### config.mk
export PLATFORM = sky130hd
export DESIGN_NAME = alu_cmd_parser
export DESIGN_NICKNAME = d
export VERILOG_FILES = /design/src/rtl/alu_pkg.sv /design/src/rtl/alu_cmd_parser.sv
export SDC_FILE = /design/constraint.sdc
export NUM_CORES = 1
export LEC_CHECK = 0
export CAP_MARGIN = 25
export CORE_UTILIZATION = 35
export CTS_BUF_LIST = sky130_fd_sc_hd__clkbuf_8
export DETAILED_ROUTE_END_ITERATION = 8
export REMOVE_ABC_BUFFERS = 1
export SYNTH_ARGS = -nofsm -noshare
export SYNTH_HDL_FRONTEND = slang
export SYNTH_SLANG_ARGS = --single-unit
### constraint.sdc
create_clock -name clk_i -period 3 [get_ports clk_i]
set_clock_uncertainty 0.05 [all_clocks]
set_input_delay 0.6 -clock clk_i [delete_from_list [all_inputs] [get_ports clk_i]]
set_output_delay 0.6 -clock clk_i [all_outputs]
set_load 0.005 [all_outputs]
### src/rtl/alu_pkg.sv
// Shared definitions for the ALU command path.
//   - opcode constants for the three supported operations
//   - header size and minimum packet length (bytes, header included)
//   - parser state enum
//   - header_ok(): header acceptance rule, parameterised on the largest length
package alu_pkg;

   localparam logic [7:0]  OpAdd       = 8'hAD;
   localparam logic [7:0]  OpMul       = 8'h63;
   localparam logic [7:0]  OpDiv       = 8'h5B;
   localparam logic [15:0] HeaderBytes = 16'd4;
   localparam logic [15:0] MinLength   = 16'd12;

   typedef enum logic [1:0] {
      StHeader  = 2'd0,
      StOperand = 2'd1,
      StDiscard = 2'd2
   } parser_state_e;

   // Division takes exactly two operands, so its only legal length is the minimum.
   function automatic logic header_ok(input logic [7:0]  opcode,
                                      input logic [15:0] length,
                                      input logic [15:0] max_length);
      logic known;
      known = (opcode == OpAdd) || (opcode == OpMul) || (opcode == OpDiv);
      return known
          && (length[1:0] == 2'b00)
          && (length >= MinLength)
          && (length <= max_length)
          && ((opcode != OpDiv) || (length == MinLength));
   endfunction

endpackage

### src/rtl/alu_cmd_parser.sv
// Byte-stream to operand-stream parser for ALU command packets.
// Packet: opcode, reserved, length (LSB first, header included), then
// 32-bit operands sent LSB first.
//
// Ports
//   clk_i      in   clock, rising edge
//   reset_i    in   synchronous active-high reset
//   data_i     in   [7:0]  received byte
//   valid_i    in   data_i valid
//   ready_o    out  parser accepts data_i this cycle
//   operand_o  out  [31:0] assembled operand
//   opcode_o   out  [7:0]  opcode of the packet being delivered
//   first_o    out  operand_o is the first operand of its packet
//   last_o     out  operand_o is the final operand of its packet
//   valid_o    out  operand_o/first_o/last_o valid
//   ready_i    in   ALU consumes the operand
//   error_o    out  one-cycle pulse on a rejected header
//
// state     | meaning
// StHeader  | collecting the 4 header bytes, validated on the 4th
// StOperand | assembling operands; input stalls while an operand is pending
// StDiscard | dropping the payload of a rejected packet
module alu_cmd_parser
   import alu_pkg::*;
#(
   parameter logic [15:0] MaxLength = 16'd1024
) (
   input  logic        clk_i,
   input  logic        reset_i,
   input  logic [7:0]  data_i,
   input  logic        valid_i,
   output logic        ready_o,
   output logic [31:0] operand_o,
   output logic [7:0]  opcode_o,
   output logic        first_o,
   output logic        last_o,
   output logic        valid_o,
   input  logic        ready_i,
   output logic        error_o
);

   parser_state_e state_q, state_d;

   logic [1:0]  byte_cnt_q;
   logic [7:0]  hdr_opcode_q;
   logic [7:0]  len_lo_q;
   logic [15:0] remaining_q;
   logic [23:0] asm_q;
   logic        first_pend_q;

   logic        byte_fire;
   logic        op_fire;
   logic [15:0] hdr_len;
   logic        hdr_valid;
   logic        hdr_done;

   assign ready_o   = (state_q != StOperand) || !valid_o;
   assign byte_fire = valid_i && ready_o;
   assign op_fire   = valid_o && ready_i;
   assign hdr_len   = {data_i, len_lo_q};
   assign hdr_valid = header_ok(hdr_opcode_q, hdr_len, MaxLength);
   assign hdr_done  = (state_q == StHeader) && byte_fire && (byte_cnt_q == 2'd3);

   always_ff @(posedge clk_i) begin
      if (reset_i) begin
         state_q <= StHeader;
      end else begin
         state_q <= state_d;
      end
   end

   always_comb begin
      state_d = state_q;
      case (state_q)
         StHeader: begin
            if (hdr_done) begin
               if (hdr_valid) begin
                  state_d = StOperand;
               end else if (hdr_len >= 16'd8) begin
                  state_d = StDiscard;
               end
            end
         end
         StOperand: begin
            if (op_fire && last_o) begin
               state_d = StHeader;
            end
         end
         StDiscard: begin
            if (byte_fire && (remaining_q == 16'd1)) begin
               state_d = StHeader;
            end
         end
         default: state_d = StHeader;
      endcase
   end

   always_ff @(posedge clk_i) begin
      if (reset_i) begin
         byte_cnt_q   <= 2'd0;
         hdr_opcode_q <= 8'h00;
         len_lo_q     <= 8'h00;
         remaining_q  <= 16'd0;
         asm_q        <= 24'd0;
         first_pend_q <= 1'b0;
         operand_o    <= 32'd0;
         opcode_o     <= 8'h00;
         first_o      <= 1'b0;
         last_o       <= 1'b0;
         valid_o      <= 1'b0;
         error_o      <= 1'b0;
      end else begin
         error_o <= 1'b0;
         if (op_fire) begin
            valid_o <= 1'b0;
            first_o <= 1'b0;
            last_o  <= 1'b0;
         end
         if (byte_fire) begin
            case (state_q)
               StHeader: begin
                  byte_cnt_q <= byte_cnt_q + 2'd1;
                  case (byte_cnt_q)
                     2'd0: hdr_opcode_q <= data_i;
                     2'd2: len_lo_q     <= data_i;
                     2'd3: begin
                        if (hdr_valid) begin
                           opcode_o     <= hdr_opcode_q;
                           remaining_q  <= hdr_len - HeaderBytes;
                           first_pend_q <= 1'b1;
                        end else begin
                           error_o     <= 1'b1;
                           // Short bad headers carry no payload we could trust to skip.
                           remaining_q <= (hdr_len >= 16'd8) ? (hdr_len - HeaderBytes) : 16'd0;
                        end
                     end
                     default: ;
                  endcase
               end
               StOperand: begin
                  byte_cnt_q  <= byte_cnt_q + 2'd1;
                  remaining_q <= remaining_q - 16'd1;
                  asm_q       <= {data_i, asm_q[23:8]};
                  if (byte_cnt_q == 2'd3) begin
                     operand_o    <= {data_i, asm_q};
                     valid_o      <= 1'b1;
                     first_o      <= first_pend_q;
                     last_o       <= (remaining_q == 16'd1);
                     first_pend_q <= 1'b0;
                  end
               end
               StDiscard: begin
                  remaining_q <= remaining_q - 16'd1;
               end
               default: ;
            endcase
         end
      end
   end

endmodule

==> flow_summary.yaml <==
sta:
  rsz0062_at_grt: "false"
  whs_ps: 405
  worst_pin_slew_ps: 708
  tns_ps: 0
  hold_violations: 0
  relSlewSlack_pct: 52.8
  maxSlewViolCount: 0
  fin_crit_ps: 2830
  setup_viol: 0
  max_freq_ghz: 0.354
  finalCritPeriodShare_pct: 94.2
drt:
  met1Wirelength_um: 5800
  dr_wl_met3_um: 509
  wl_met2_um: 5470
  drt_iter0_drc: 311
  drc: 0
  avgRoutedWirePerCell_um: 14.2
  ant_nets: 0
  finalWirelength_um: 12000
  via_per_inst: 5.15
  first_pass_iters: 7
  highest_layer: "met4"
  vias: 4361
worst_setup_path:
  critPathSlowestCell: "or4_4"
  worstSetupEndpointType: "flip-flop"
  cpPeakStageDelay_ps: 560
  crit_fanout: 8
  crit_required_ps: 3210
  path_cells: "clkdlybuf4s50_1 > or4_4 > or3_4 > nor4_1 > o211ai_1 > buf_4 > mux2i_1 > nor2_1"
  crit_arrival_ps: 3040
  critPathBufInv: 2
  crit_family: "simple AND/OR/NAND/NOR gates"
  critPathKind: "in -> reg"
  startpoint_type: "input pin"
final_layout:
  finish.net_count: 689
  layout-drive-gt1-share_pct: 8.64
  area_growth_pct: 21.7
  fin_util_pct: 43.9
  final_cells: 847
  antenna_cells: 0
  n_fill_cell: 1329
power:
  peakVddDrop_mv: 0.339
  powerDensity_nw_per_um2: 446
  swShare_pct: 26.6
  seq_power_share_pct: 54.9
  intPower_mw: 1.91
  combPwrFrac_pct: 9.0
  power.leakage_nw: 2.11
  power.share.clock_pct: 36.1
  p_sw_mw: 0.692
place:
  dp_cells: 831
  gp_congestion: 0.850
  portBuffers: 56
  dp_hpwl_um: 8400
global_routing:
  grt_max_degree: 71
  grt_pass1_vias: 4102
  gr-total-overflow: 0
  grt_pass1_wl_um: 19900
  grtUsageTotal_pct: 17.4
  antenna_found_initial: 0
die:
  rows: 42
  die_width_um: 119
  core_area_sq_um: 13300
  start_util_pct: 36.1
  dieArea_sq_um: 14200
  die_height_um: 119
  ios: 57
clocking:
  htreeDepth: 3
  numCtsBuffers: 9
  cts-hold-fix-buffers: 0
  ctsResizeCount: 0
  post-cts-setup-buffer-count: 0
  cts_tree: "yes"
  insertion_delay_ps: 390
  clock_sinks: 105
  clk_pin_slew_ps: 100
  clock-root-buffer: "clkbuf_8"
  ctsLongestPathBuffers: 2
yosys:
  ys_seq_area_share_pct: 43.8
  ys_warn_count: 0
  ys_async_sr_fraction_pct: 0
  syn_inst: 614
  synth_flop_cell: "dfxtp_1"
  avgSynthCellArea_sq_um: 7.81
  synth_edf_count: 0
  netlist-cell-type-count: 58
  syn_area_sq_um: 4800
  ys_seq_elements: 105
hold_path:
  hp-class: "reg -> reg"
run:
  cap_violations: 0
run_status:
  status: "finished, final reports clean"
-- final cells by class --
type	count	area (sq um)	share of cell area, %
Clock buffer	9	124	2.12
Multi-Input combinational cell	453	2460	42.1
Tap cell	176	220	3.77
Timing Repair Buffer	84	791	13.5
Sequential cell	105	2100	36.0
Inverter	13	48.8	0.836
Clock inverter	7	93.8	1.61
-- routing by layer --
layer | vias to the layer above | global-route usage (%)
li1 | 2197 | -
met1 | 2056 | 23.1
met2 | 91 | 27.4
met3 | 17 | 4.45
met4 | 0 | 5.93
met5 | - | 0
-- logic make-up after synthesis --
| kind of cell | share of synthesized area, % |
|---|---|
| and+or+nand+nor | 26.2 |
| AOI/OAI and AO/OA | 17.3 |
| DFF | 43.8 |
| buffers and inverters | 4.93 |
| xor gates and xnor gates | 3.10 |
| adders and majority gates | 2.87 |
| muxes | 1.70 |
-- cell usage in the layout (no fill, tap or decap), types with 4 or more instances in the layout --
cell type / synthesis / routed
nor2_1: 34 / 34
o22ai_1: 4 / 4
ha_1: 11 / 11
xnor2_1: 8 / 8
buf_4: 0 / 26
o21ai_0: 21 / 21
dfxtp_1: 105 / 105
nand2_1: 154 / 154
clkdlybuf4s50_1: 0 / 55
a21oi_1: 95 / 95
nor4_1: 8 / 8
or3_1: 7 / 7
inv_1: 12 / 12
clkbuf_8: 0 / 9
nand3b_1: 4 / 4
nand3_1: 27 / 27
mux2i_1: 7 / 7
nor3_1: 8 / 8
xor2_1: 9 / 9
-- worst min-delay path: cells and delay by family (launching register included) --
kind | cells | cell delay (ps)
flops | 1 | 320
buf+inv | 1 | 50
compound gates | 1 | 50
-- final timing paths --
| kind | start | to | slack (ps) | cells past startpoint |
|---|---|---|---|---|
| worst max-delay path | data_i[0] | opcode_o[4]$_SDFFE_PP0P_ | 170 | 8 |
| worst min-delay path | opcode_o[0]$_SDFFE_PP0P_ | opcode_o[0]$_SDFFE_PP0P_ | 400 | 2 |
| worst max register to register | len_lo_q[4]$_SDFFE_PP0P_ | remaining_q[15]$_SDFFE_PP0P_ | 560 | 5 |
| worst min register to register | opcode_o[0]$_SDFFE_PP0P_ | opcode_o[0]$_SDFFE_PP0P_ | 400 | 2 |
-- stage by stage --
step | worst slack [ps] | instance area [sq um] | total power [mW]
after floorplan | 298 | 4610 | 1.58
after global placement | -155 | 5620 | 1.69
after detailed placement | -228 | 5620 | 1.69
after CTS | 191 | 5840 | 2.63
after global routing | 60.4 | 5840 | 2.72
final | 174 | 5840 | 2.61
-- power by group through the flow --
| stage | sequential, mW | clock, mW | combinational [mW] |
|---|---|---|---|
| global route | 1.43 | 1.03 | 0.257 |
| global placement | 1.46 | 0 | 0.225 |
| CTS | 1.43 | 0.972 | 0.232 |
| floorplan | 1.46 | 0 | 0.126 |
| detailed placement | 1.46 | 0 | 0.231 |
| finish | 1.43 | 0.942 | 0.233 |
-- cell usage after synthesis, types with 4 or more instances --
| cell | number | area share (%) |
|---|---|---|
| nand2_1 | 154 | 12 |
| dfxtp_1 | 105 | 44 |
| a21oi_1 | 95 | 9.9 |
| clkbuf_1 | 34 | 2.7 |
| nor2_1 | 34 | 2.7 |
| nand3_1 | 27 | 2.8 |
| o21ai_0 | 21 | 2.2 |
| inv_1 | 12 | 0.94 |
| ha_1 | 11 | 2.9 |
| xor2_1 | 9 | 1.6 |
| nor3_1 | 8 | 0.83 |
| nor4_1 | 8 | 1.0 |
| xnor2_1 | 8 | 1.5 |
| mux2i_1 | 7 | 1.5 |
| or3_1 | 7 | 0.91 |
| nand3b_1 | 4 | 0.63 |
| o22ai_1 | 4 | 0.52 |
-- registers in the layout (all words and copies together), names as in the netlist --
register / cells
remaining_q: 16
valid_o: 1
len_lo_q: 8
state_q: 2
first_pend_q: 1
hdr_opcode_q: 8
opcode_o: 8
byte_cnt_q: 2
asm_q: 24
last_o: 1
error_o: 1
first_o: 1
operand_o: 32
No activity file was read; power rests on OpenSTA's default activity.
